### src/rtl/lap_tracker.sv
// lap_tracker: per-car race progress. Enforces the ordered 4-gate circuit,
// counts laps, times the current lap and the whole race in 60 Hz game ticks,
// and raises a sticky finished flag for the game FSM.
module lap_tracker #(
  parameter int         CLK_FREQ = 100_000_000,
  parameter int         NUM_LAPS = 3,
  parameter logic [9:0] CP_HALF  = 10'd12,
  parameter logic [9:0] CP0_X    = 10'd0,
  parameter logic [9:0] CP0_Y    = 10'd120,
  parameter logic [9:0] CP1_X    = 10'd160,
  parameter logic [9:0] CP1_Y    = 10'd20,
  parameter logic [9:0] CP2_X    = 10'd300,
  parameter logic [9:0] CP2_Y    = 10'd120,
  parameter logic [9:0] CP3_X    = 10'd160,
  parameter logic [9:0] CP3_Y    = 10'd220
) (
  input  logic        clk,
  input  logic        rst,
  input  logic [2:0]  state,
  input  logic [9:0]  pos_x,
  input  logic [9:0]  pos_y,
  output logic [1:0]  next_cp,
  output logic [2:0]  lap_cnt,
  output logic        lap_pulse,
  output logic        finished,
  output logic [15:0] lap_time,
  output logic [15:0] last_lap,
  output logic [15:0] best_lap,
  output logic [15:0] race_time
);

  // Tick divider shared with PhysicsEngine: counts 0..CLK_FREQ/60.
  localparam int TICK_MAX = CLK_FREQ / 60;
  localparam int TW       = (TICK_MAX < 1) ? 1 : $clog2(TICK_MAX + 1);

  localparam logic [2:0] GS_MENU   = 3'd0;
  localparam logic [2:0] GS_RACING = 3'd4;

  typedef enum logic [1:0] {S_IDLE, S_RACING, S_DONE} fsm_t;

  fsm_t          fsm, fsm_next;
  logic [TW-1:0] tick_cnt;
  logic          game_tick;
  logic          active;
  logic          new_game;
  logic [9:0]    cx, cy;
  logic          hit;
  logic          lap_done;
  logic [2:0]    lap_cnt_inc;
  logic          final_lap;

  // |a-b| through an 11-bit signed difference, so it never wraps.
  function automatic logic [10:0] abs_diff(input logic [9:0] a, input logic [9:0] b);
    logic signed [10:0] d;
    d = $signed({1'b0, a}) - $signed({1'b0, b});
    return d[10] ? $unsigned(-d) : $unsigned(d);
  endfunction

  assign game_tick   = (tick_cnt == '0);
  assign active      = (fsm == S_RACING) && (state == GS_RACING);
  assign new_game    = (state == GS_MENU);
  assign hit         = active
                       && (abs_diff(pos_x, cx) <= {1'b0, CP_HALF})
                       && (abs_diff(pos_y, cy) <= {1'b0, CP_HALF});
  assign lap_done    = hit && (next_cp == 2'd0);
  assign lap_cnt_inc = lap_cnt + 3'd1;
  assign final_lap   = lap_done && (lap_cnt_inc == 3'(NUM_LAPS));

  // Select the centre of the only gate that is currently tested.
  always_comb begin
    // NOTE: every always_comb output gets a default first so no path leaves it unassigned (no latch).
    cx = CP0_X;
    cy = CP0_Y;
    case (next_cp)
      2'd1:    begin cx = CP1_X; cy = CP1_Y; end
      2'd2:    begin cx = CP2_X; cy = CP2_Y; end
      2'd3:    begin cx = CP3_X; cy = CP3_Y; end
      default: begin cx = CP0_X; cy = CP0_Y; end
    endcase
  end

  // Free-running game tick divider; only rst resynchronises it.
  always_ff @(posedge clk) begin
    // NOTE: state registers use non-blocking assignment so every flop samples pre-edge values.
    if (rst)                          tick_cnt <= '0;
    else if (tick_cnt == TW'(TICK_MAX)) tick_cnt <= '0;
    else                              tick_cnt <= tick_cnt + TW'(1);
  end

  // Race FSM state register.
  always_ff @(posedge clk) begin
    if (rst) fsm <= S_IDLE;
    else     fsm <= fsm_next;
  end

  // Race FSM next state: pause drops to IDLE, final lap latches DONE, menu restarts.
  always_comb begin
    fsm_next = fsm;
    case (fsm)
      S_IDLE:   if (state == GS_RACING) fsm_next = S_RACING;
      S_RACING: begin
        if (state != GS_RACING) fsm_next = S_IDLE;
        else if (final_lap)     fsm_next = S_DONE;
      end
      S_DONE:   fsm_next = S_DONE;
      default:  fsm_next = S_IDLE;
    endcase
    if (new_game) fsm_next = S_IDLE;
  end

  // Progress, lap statistics and timers; frozen whenever not actively racing.
  always_ff @(posedge clk) begin
    if (rst || new_game) begin
      next_cp   <= 2'd1;
      lap_cnt   <= 3'd0;
      lap_pulse <= 1'b0;
      finished  <= 1'b0;
      lap_time  <= 16'd0;
      last_lap  <= 16'd0;
      best_lap  <= 16'hFFFF;
      race_time <= 16'd0;
    end else begin
      lap_pulse <= lap_done;

      if (lap_done) begin
        lap_cnt  <= lap_cnt_inc;
        last_lap <= lap_time;
        if (lap_time < best_lap) best_lap <= lap_time;
        next_cp  <= 2'd1;
        if (final_lap) finished <= 1'b1;
      end else if (hit) begin
        next_cp <= next_cp + 2'd1;
      end

      // A lap completion clears the lap timer even on a tick edge.
      if (lap_done)                             lap_time <= 16'd0;
      else if (active && game_tick && lap_time != 16'hFFFF) lap_time <= lap_time + 16'd1;

      if (active && game_tick && race_time != 16'hFFFF) race_time <= race_time + 16'd1;
    end
  end

endmodule

### config.mk
export PLATFORM = sky130hd
export DESIGN_NAME = lap_tracker
export DESIGN_NICKNAME = d
export VERILOG_FILES = /design/src/rtl/lap_tracker.sv
export SDC_FILE = /design/constraint.sdc
export NUM_CORES = 1
export LEC_CHECK = 0
export ABC_AREA = 1
export BUFFER_PORTS_ARGS = -buffer_cell sky130_fd_sc_hd__clkbuf_2
export CELL_PAD_IN_SITES_DETAIL_PLACEMENT = 2
export CELL_PAD_IN_SITES_GLOBAL_PLACEMENT = 2
export CORE_MARGIN = 3
export CORE_UTILIZATION = 32
export CTS_BUF_LIST = sky130_fd_sc_hd__clkbuf_8
export DETAILED_ROUTE_END_ITERATION = 16
export PLACE_DENSITY = 0.79
export SYNTH_ARGS = -nofsm -noshare
export SYNTH_HDL_FRONTEND = slang
export SYNTH_SLANG_ARGS = --single-unit
### constraint.sdc
create_clock -name clk -period 3.9 [get_ports clk]
set_input_delay 0.78 -clock clk [delete_from_list [all_inputs] [get_ports clk]]
set_output_delay 0.78 -clock clk [all_outputs]
set_load 0.03 [all_outputs]
## Word level (Yosys, flattened, before mapping)

Cells that the tools add are included.

| word-level totals | value |
|---|---|
| flip-flop bits (word level) | 94 |
| output and inout bits | 71 |

| operators by class | value |
|---|---|
| reduce and logical (&&, ||, !) cells | 20 |
| multiplexer cells | 8 |
| add/subtract/negate cells | 9 |
| equal/unequal tests | 13 |
| magnitude comparators | 3 |

Operator list:

| kind | count |
|---|---|
| $add A16 B1 Y16 const B | 2 |
| $ne A16 B16 Y1 const B | 2 |
| $le A11 B4 Y1 const B | 2 |
| $mux W11 | 2 |
| $neg A11 Y11 | 2 |
| $sub A10 B10 Y11 | 2 |
| $add A21 B1 Y21 const B | 1 |
| $eq A21 B21 Y1 const B | 1 |
| $logic_not A21 Y1 | 1 |
| $pmux W9 S2 | 1 |
| $lt A16 B16 Y1 | 1 |
| $pmux W8 S2 | 1 |
| $logic_and A1 B1 Y1 | 8 |
| $reduce_or A2 Y1 | 4 |
| $eq A2 B2 Y1 const B | 3 |
| $mux W2 | 3 |
| $pmux W2 S3 | 1 |
| $reduce_and A2 Y1 | 3 |
| $eq A2 B1 Y1 const B | 2 |
| $logic_not A2 Y1 | 2 |
| $add A3 B1 Y3 const B | 1 |
| $eq A3 B2 Y1 const B | 1 |
| $eq A3 B3 Y1 const B | 1 |
| $logic_not A3 Y1 | 1 |
| other kinds (5) | 5 |

## Logic depth before layout (Yosys ltp)

| logic depth | value |
|---|---|
| depth in word-level cells | 14 |
| mapped depth | 23 |
| gate-level depth less buffers | 23 |

## Worst setup path before layout

Ideal clock, no wire load.

| timing | value |
|---|---|
| kind | flip-flop to flip-flop |
| start | register next_cp[1] |
| end | register best_lap[10] |
| path slack | 0.488 ns |
| stages on the path, launching flop included | 22 |
| data arrival time | 3.282 ns |
| setup time | 0.130 ns |
| data required time | 3.770 ns |
| buffers on the path | 1 |
| cells stage by stage | dfxtp_1 -> inv_1 -> ha_1 -> or2_2 -> ha_1 -> fa_1 -> nand2_1 -> inv_1 -> nand2_1 -> nor2_1 -> nand3_1 -> nand2_1 -> nor2_1 -> nor2_1 -> nand3_1 -> nor2_4 -> nand3_4 -> nor2_8 -> nand3_4 -> buf_6 -> nand2_1 -> nand3_1 |

| on the way | value |
|---|---|
| word-level cells in the longest chain between the ends | 11 |
| elaborated cells on any way between the ends | 19 |
| those cells by class | add/sub: 4; order compare: 2; eq/ne: 3; mux: 4; reduce/logical: 6 |

RTL lines:

| element | line | RTL |
|---|---|---|
| from (decl) | 22 | `output logic [1:0] next_cp,` |
| from (signal assigned) | 132 | `next_cp <= next_cp + 2'd1;` |
| $eq A2 B2 Y1 / $eq A2 B1 Y1 (equally long branches) | 74 | `case (next_cp)` |
| $reduce_or A2 Y1 (no source line) | - |  |
| $pmux W9 S2 | 74 |  |
| $sub A10 B10 Y11 | 55 | `d = $signed({1'b0, a}) - $signed({1'b0, b});` |
| $neg A11 Y11 | 56 | `return d[10] ? $unsigned(-d) : $unsigned(d);` |
| $mux W11 | 56 |  |
| $le A11 B4 Y1 | 63 | `&& (abs_diff(pos_x, cx) <= {1'b0, CP_HALF})` |
| $logic_and A1 B1 Y1 | 63 |  |
| $logic_and A1 B1 Y1 | 64 | `&& (abs_diff(pos_y, cy) <= {1'b0, CP_HALF});` |
| $logic_and A1 B1 Y1 * | 65 | `assign lap_done = hit && (next_cp == 2'd0);` |
| $reduce_and A2 Y1 (no source line) * | - |  |
| to (signal assigned) | 128 | `if (lap_time < best_lap) best_lap <= lap_time;` |
| to (decl) | 28 | `output logic [15:0] best_lap,` |

Mark *: on every way between the ends. The rest lies on a longest branch, timed or not.
A chain may end at the register's enable or synchronous reset.

## Worst setup path in the final report

| timing | value |
|---|---|
| start | register next_cp[1] |
| end | register finished |

| on the way | value |
|---|---|
| word-level cells in the longest chain between the ends | 12 |
| elaborated cells on any way between the ends | 20 |
| those cells by class | add/sub: 4; order compare: 2; eq/ne: 3; mux: 4; reduce/logical: 7 |

RTL lines:

| element | line | RTL |
|---|---|---|
| $eq A2 B2 Y1 / $eq A2 B1 Y1 (equally long branches) | 74 |  |
| $reduce_or A2 Y1 (no source line) | - |  |
| $pmux W9 S2 | 74 |  |
| $sub A10 B10 Y11 | 55 |  |
| $neg A11 Y11 | 56 |  |
| $mux W11 | 56 |  |
| $le A11 B4 Y1 | 63 |  |
| $logic_and A1 B1 Y1 | 63 |  |
| $logic_and A1 B1 Y1 | 64 |  |
| $logic_and A1 B1 Y1 * | 65 |  |
| $logic_and A1 B1 Y1 | 67 | `assign final_lap = lap_done && (lap_cnt_inc == 3'(NUM_LAPS));` |
| $reduce_and A2 Y1 (no source line) * | - |  |
| to (signal assigned) | 117 | `finished <= 1'b0;` |
| to (signal assigned) | 130 | `if (final_lap) finished <= 1'b1;` |
| to (decl) | 25 | `output logic finished,` |

Marked as above.

==> results.toml <==
[placement]
dp.cells = 1174
place.gp.congestion = 0.797
placed_area_um2 = 6520
portBuffers = 95
dpl.hpwl_um = 15400

[clock_network]
root_buffer = "clkbuf_8"
insertion_delay_ps = 390
h-tree-depth = 3
cts_buffers = 9
cts_max_path_buffers = 2
postCtsSetupBuffers = 0
cts_resized = 0
hold_buffers = 0
cts_tree = "built"
cts.clk_slew.worst_paths_ps = 90
clock_sinks = 94

[detailed_routing]
viasPerCell = 5.07
wirelength_um = 19900
vias = 6035
drt_first_pass_iters = 4
drt-initial-drc-count = 197
postRouteAntennaNets = 0
avgRoutedWirePerCell_um = 16.7
drc = 0

[finish]
drive_above_1_share_pct = 15.3
area_growth_pct = 17.1
multi_input_area_um2 = 3350
finalNetCount = 1025
fillers = 2172
design_area_um2 = 6770
num_antenna_cells = 0
final_core_util_pct = 38.7
regArea_um2 = 1880
post_layout_nonfiller_instances = 1191

[sta]
tightest_slew_ps = 769
setup_viol = 0
post-route-period-util_pct = 91.7
min_period_ps = 3580
fmax_mhz = 279
rsz0062_at_grt = "no"
final.setup_skew_ps = 21.0
relSlewSlack_pct = 48.6
setup_tns_ps = 0
hold_violations = 0
final_max_slew_viol_count = 0

[synth]
ys.flop_type = "dfxtp_1"
synth_compound_area_share_pct = 8.05
synth_warnings = 0
yosysTopAreaCell = "dfxtp_1"
yosysMostFrequentCell = "nand2_1"
syn_area_per_cell_um2 = 6.70
ys_seq_area_share_pct = 32.6
synth_top_family_by_area = "simple AND/OR/NAND/NOR gates"
synth_top_area_share_pct = 32.6
syn-num-nets = 927
async_flop_share_pct = 0
ys_types = 42
synthMuxAreaShare_pct = 0.173
synth_xor_area_share_pct = 2.42
synthCells = 863
synth.top_cells.by_area = "dfxtp_1, nand2_1, inv_1, ha_1, nor2_1"
synth-seq-cells = 94
synth-edff-count = 0
yosys.area_share.simple_pct = 38.2
synth_common_cells = "nand2_1, inv_1, dfxtp_1, nor2_1, nand3_1"
syn-cell-area_um2 = 5780
synthAdderAreaFrac_pct = 8.70

[critical_path]
worst_ep_required_time_ps = 4200
worst_ep_arrival_time_ps = 3870
worstSetupStartpoint = "next_cp[1]"
end_kind = "register"
critical-path-slowest-cell = "fa_1"
cp_top_family = "simple AND/OR/NAND/NOR gates"
crit_path_max_fanout = 5
path_cells = "inv_1 > ha_1 > or2_2 > ha_1 > fa_1 > inv_1 > nand3_2 > nand2_1 > nand2_1 > nand3_1 > o21ai_1 > nor2_1 > nand3_1 > nor2_2 > inv_1 > nor2_1 > nand2_1 > nor2_2 > nor2_1 > nor2_1"
cpPeakStageDelay_ps = 410
r2r_end = "finished"
rrSetupSlack_ps = 320
reg2reg_depth = 20
crit_top_cell = "nor2_1"
worstSetupPathType = "reg2reg"
reg2reg_from = "next_cp[1]"
path_depth = 20
crit_buf_inv = 3
start_kind = "register"

[power_and_ir_drop]
swShare_pct = 26.5
clkPwrFrac_pct = 40.7
power_frac_seq_pct = 50.7
ir_worst_vdd_uv = 146
p_comb_share_pct = 8.6
internal_power_w = 0.00140
p_switching_w = 0.000504
p_leak_nw = 3.16
power_density_nw_per_um2 = 281

[floorplanning]
num_rows = 48
die_x_um = 140
die_area_um2 = 19700
core_area_um2 = 17500
io-pin-count = 96
initial_core_util_pct = 33.1
fp.dieH_um = 140

[global_route]
grt_pass1_vias = 6415
antenna_found_initial = 0
overflow = 0
track_usage_pct = 19.8
grt_pass1_wl_um = 32300
grt_max_degree = 26

[min_path]
hp-class = "reg2reg"
min_from = "last_lap[11]"
holdPathEnd = "last_lap[11]"
holdPathStages = 2

[flow_run]
drv_cap = 0

[run_status]
status = "finished, final reports clean"
## final cells by class
type                    count  share of cell area, %
clock buffers              10                   2.03
clock inverters             6                   1.39
inverters                 130                   7.21
multi-input cells         624                   49.5
flip-flops and latches     94                   27.8
well taps                 225                   4.16
repair buffers            102                   7.85
## worst max-delay path by stage
stage / endpoint / slack, ps
after detailed placement: lap_cnt[0] / 220
after global placement: lap_cnt[0] / 370
after global routing: finished / 7
final: finished / 320
after CTS: finished / 190
after floorplan: best_lap[10] / 490
## layout by cell type (no fill, tap or decap), types with 3 or more instances in the layout
| cell type | count |
|---|---|
| nand4_1 | 31 |
| inv_2 | 4 |
| inv_1 | 126 |
| xnor2_1 | 4 |
| o21ai_1 | 19 |
| nor2_1 | 90 |
| xor2_1 | 12 |
| o21ai_0 | 19 |
| nor4_1 | 16 |
| buf_4 | 6 |
| dfxtp_1 | 92 |
| nor3_1 | 33 |
| nor3b_1 | 10 |
| o21a_1 | 3 |
| nand2_2 | 5 |
| clkbuf_2 | 95 |
| nor2_2 | 5 |
| clkbuf_8 | 10 |
| ha_1 | 37 |
| a31oi_1 | 3 |
| nand3_1 | 67 |
| a21oi_1 | 37 |
| nand3b_1 | 3 |
| nand2_1 | 206 |
## routing by layer
metal	part of all wire [%]	track usage [%]
met1	46	25.5
met2	49	34.4
met3	3.6	3.24
met4	1.3	5.61
met5	0	0
## power groups by stage
stage | Clock [W] | Combinational, W | Sequential [W]
after floorplan | 0 | 0.000111 | 0.000987
after global placement | 0 | 0.000159 | 0.000987
after detailed placement | 0 | 0.000164 | 0.000987
after CTS | 0.000796 | 0.000166 | 0.000965
after global routing | 0.000836 | 0.000187 | 0.000966
final | 0.000776 | 0.000164 | 0.000965
## tightest hold or removal path, delay by kind of cell, from the launching register on
family	cells	cell delay [ps]
DFF	1	320
and+or+nand+nor	1	60
AOI/OAI and AO/OA	1	50
## per-stage QoR
step           hold slack, ps  power [W]  setup slack, ps
3_3_place_gp              428    0.00115              368
2_1_floorplan             417    0.00110              488
3_5_place_dp              441    0.00115              216
6_report                  462    0.00190              322
5_1_grt                   484    0.00199             6.83
4_1_cts                   465    0.00193              189
## state kept, by name, summed over array words and instances (netlist names)
signal,flops
fsm,2
lap_time,16
race_time,16
next_cp,2
last_lap,16
lap_pulse,1
tick_cnt,21
finished,1
best_lap,16
lap_cnt,3
## kinds of logic (layout without fill, tap and decap cells)
kind of cell / after synthesis / in the layout
AO/OA/AOI/OAI: 87 / 87
XOR/XNOR: 16 / 16
adder cells (fa/ha/maj): 39 / 39
buffers and inverters: 146 / 248
flip-flops: 94 / 94
multiplexers: 1 / 1
AND/OR/NAND/NOR: 480 / 481
Power figures use the tool's default switching activity.
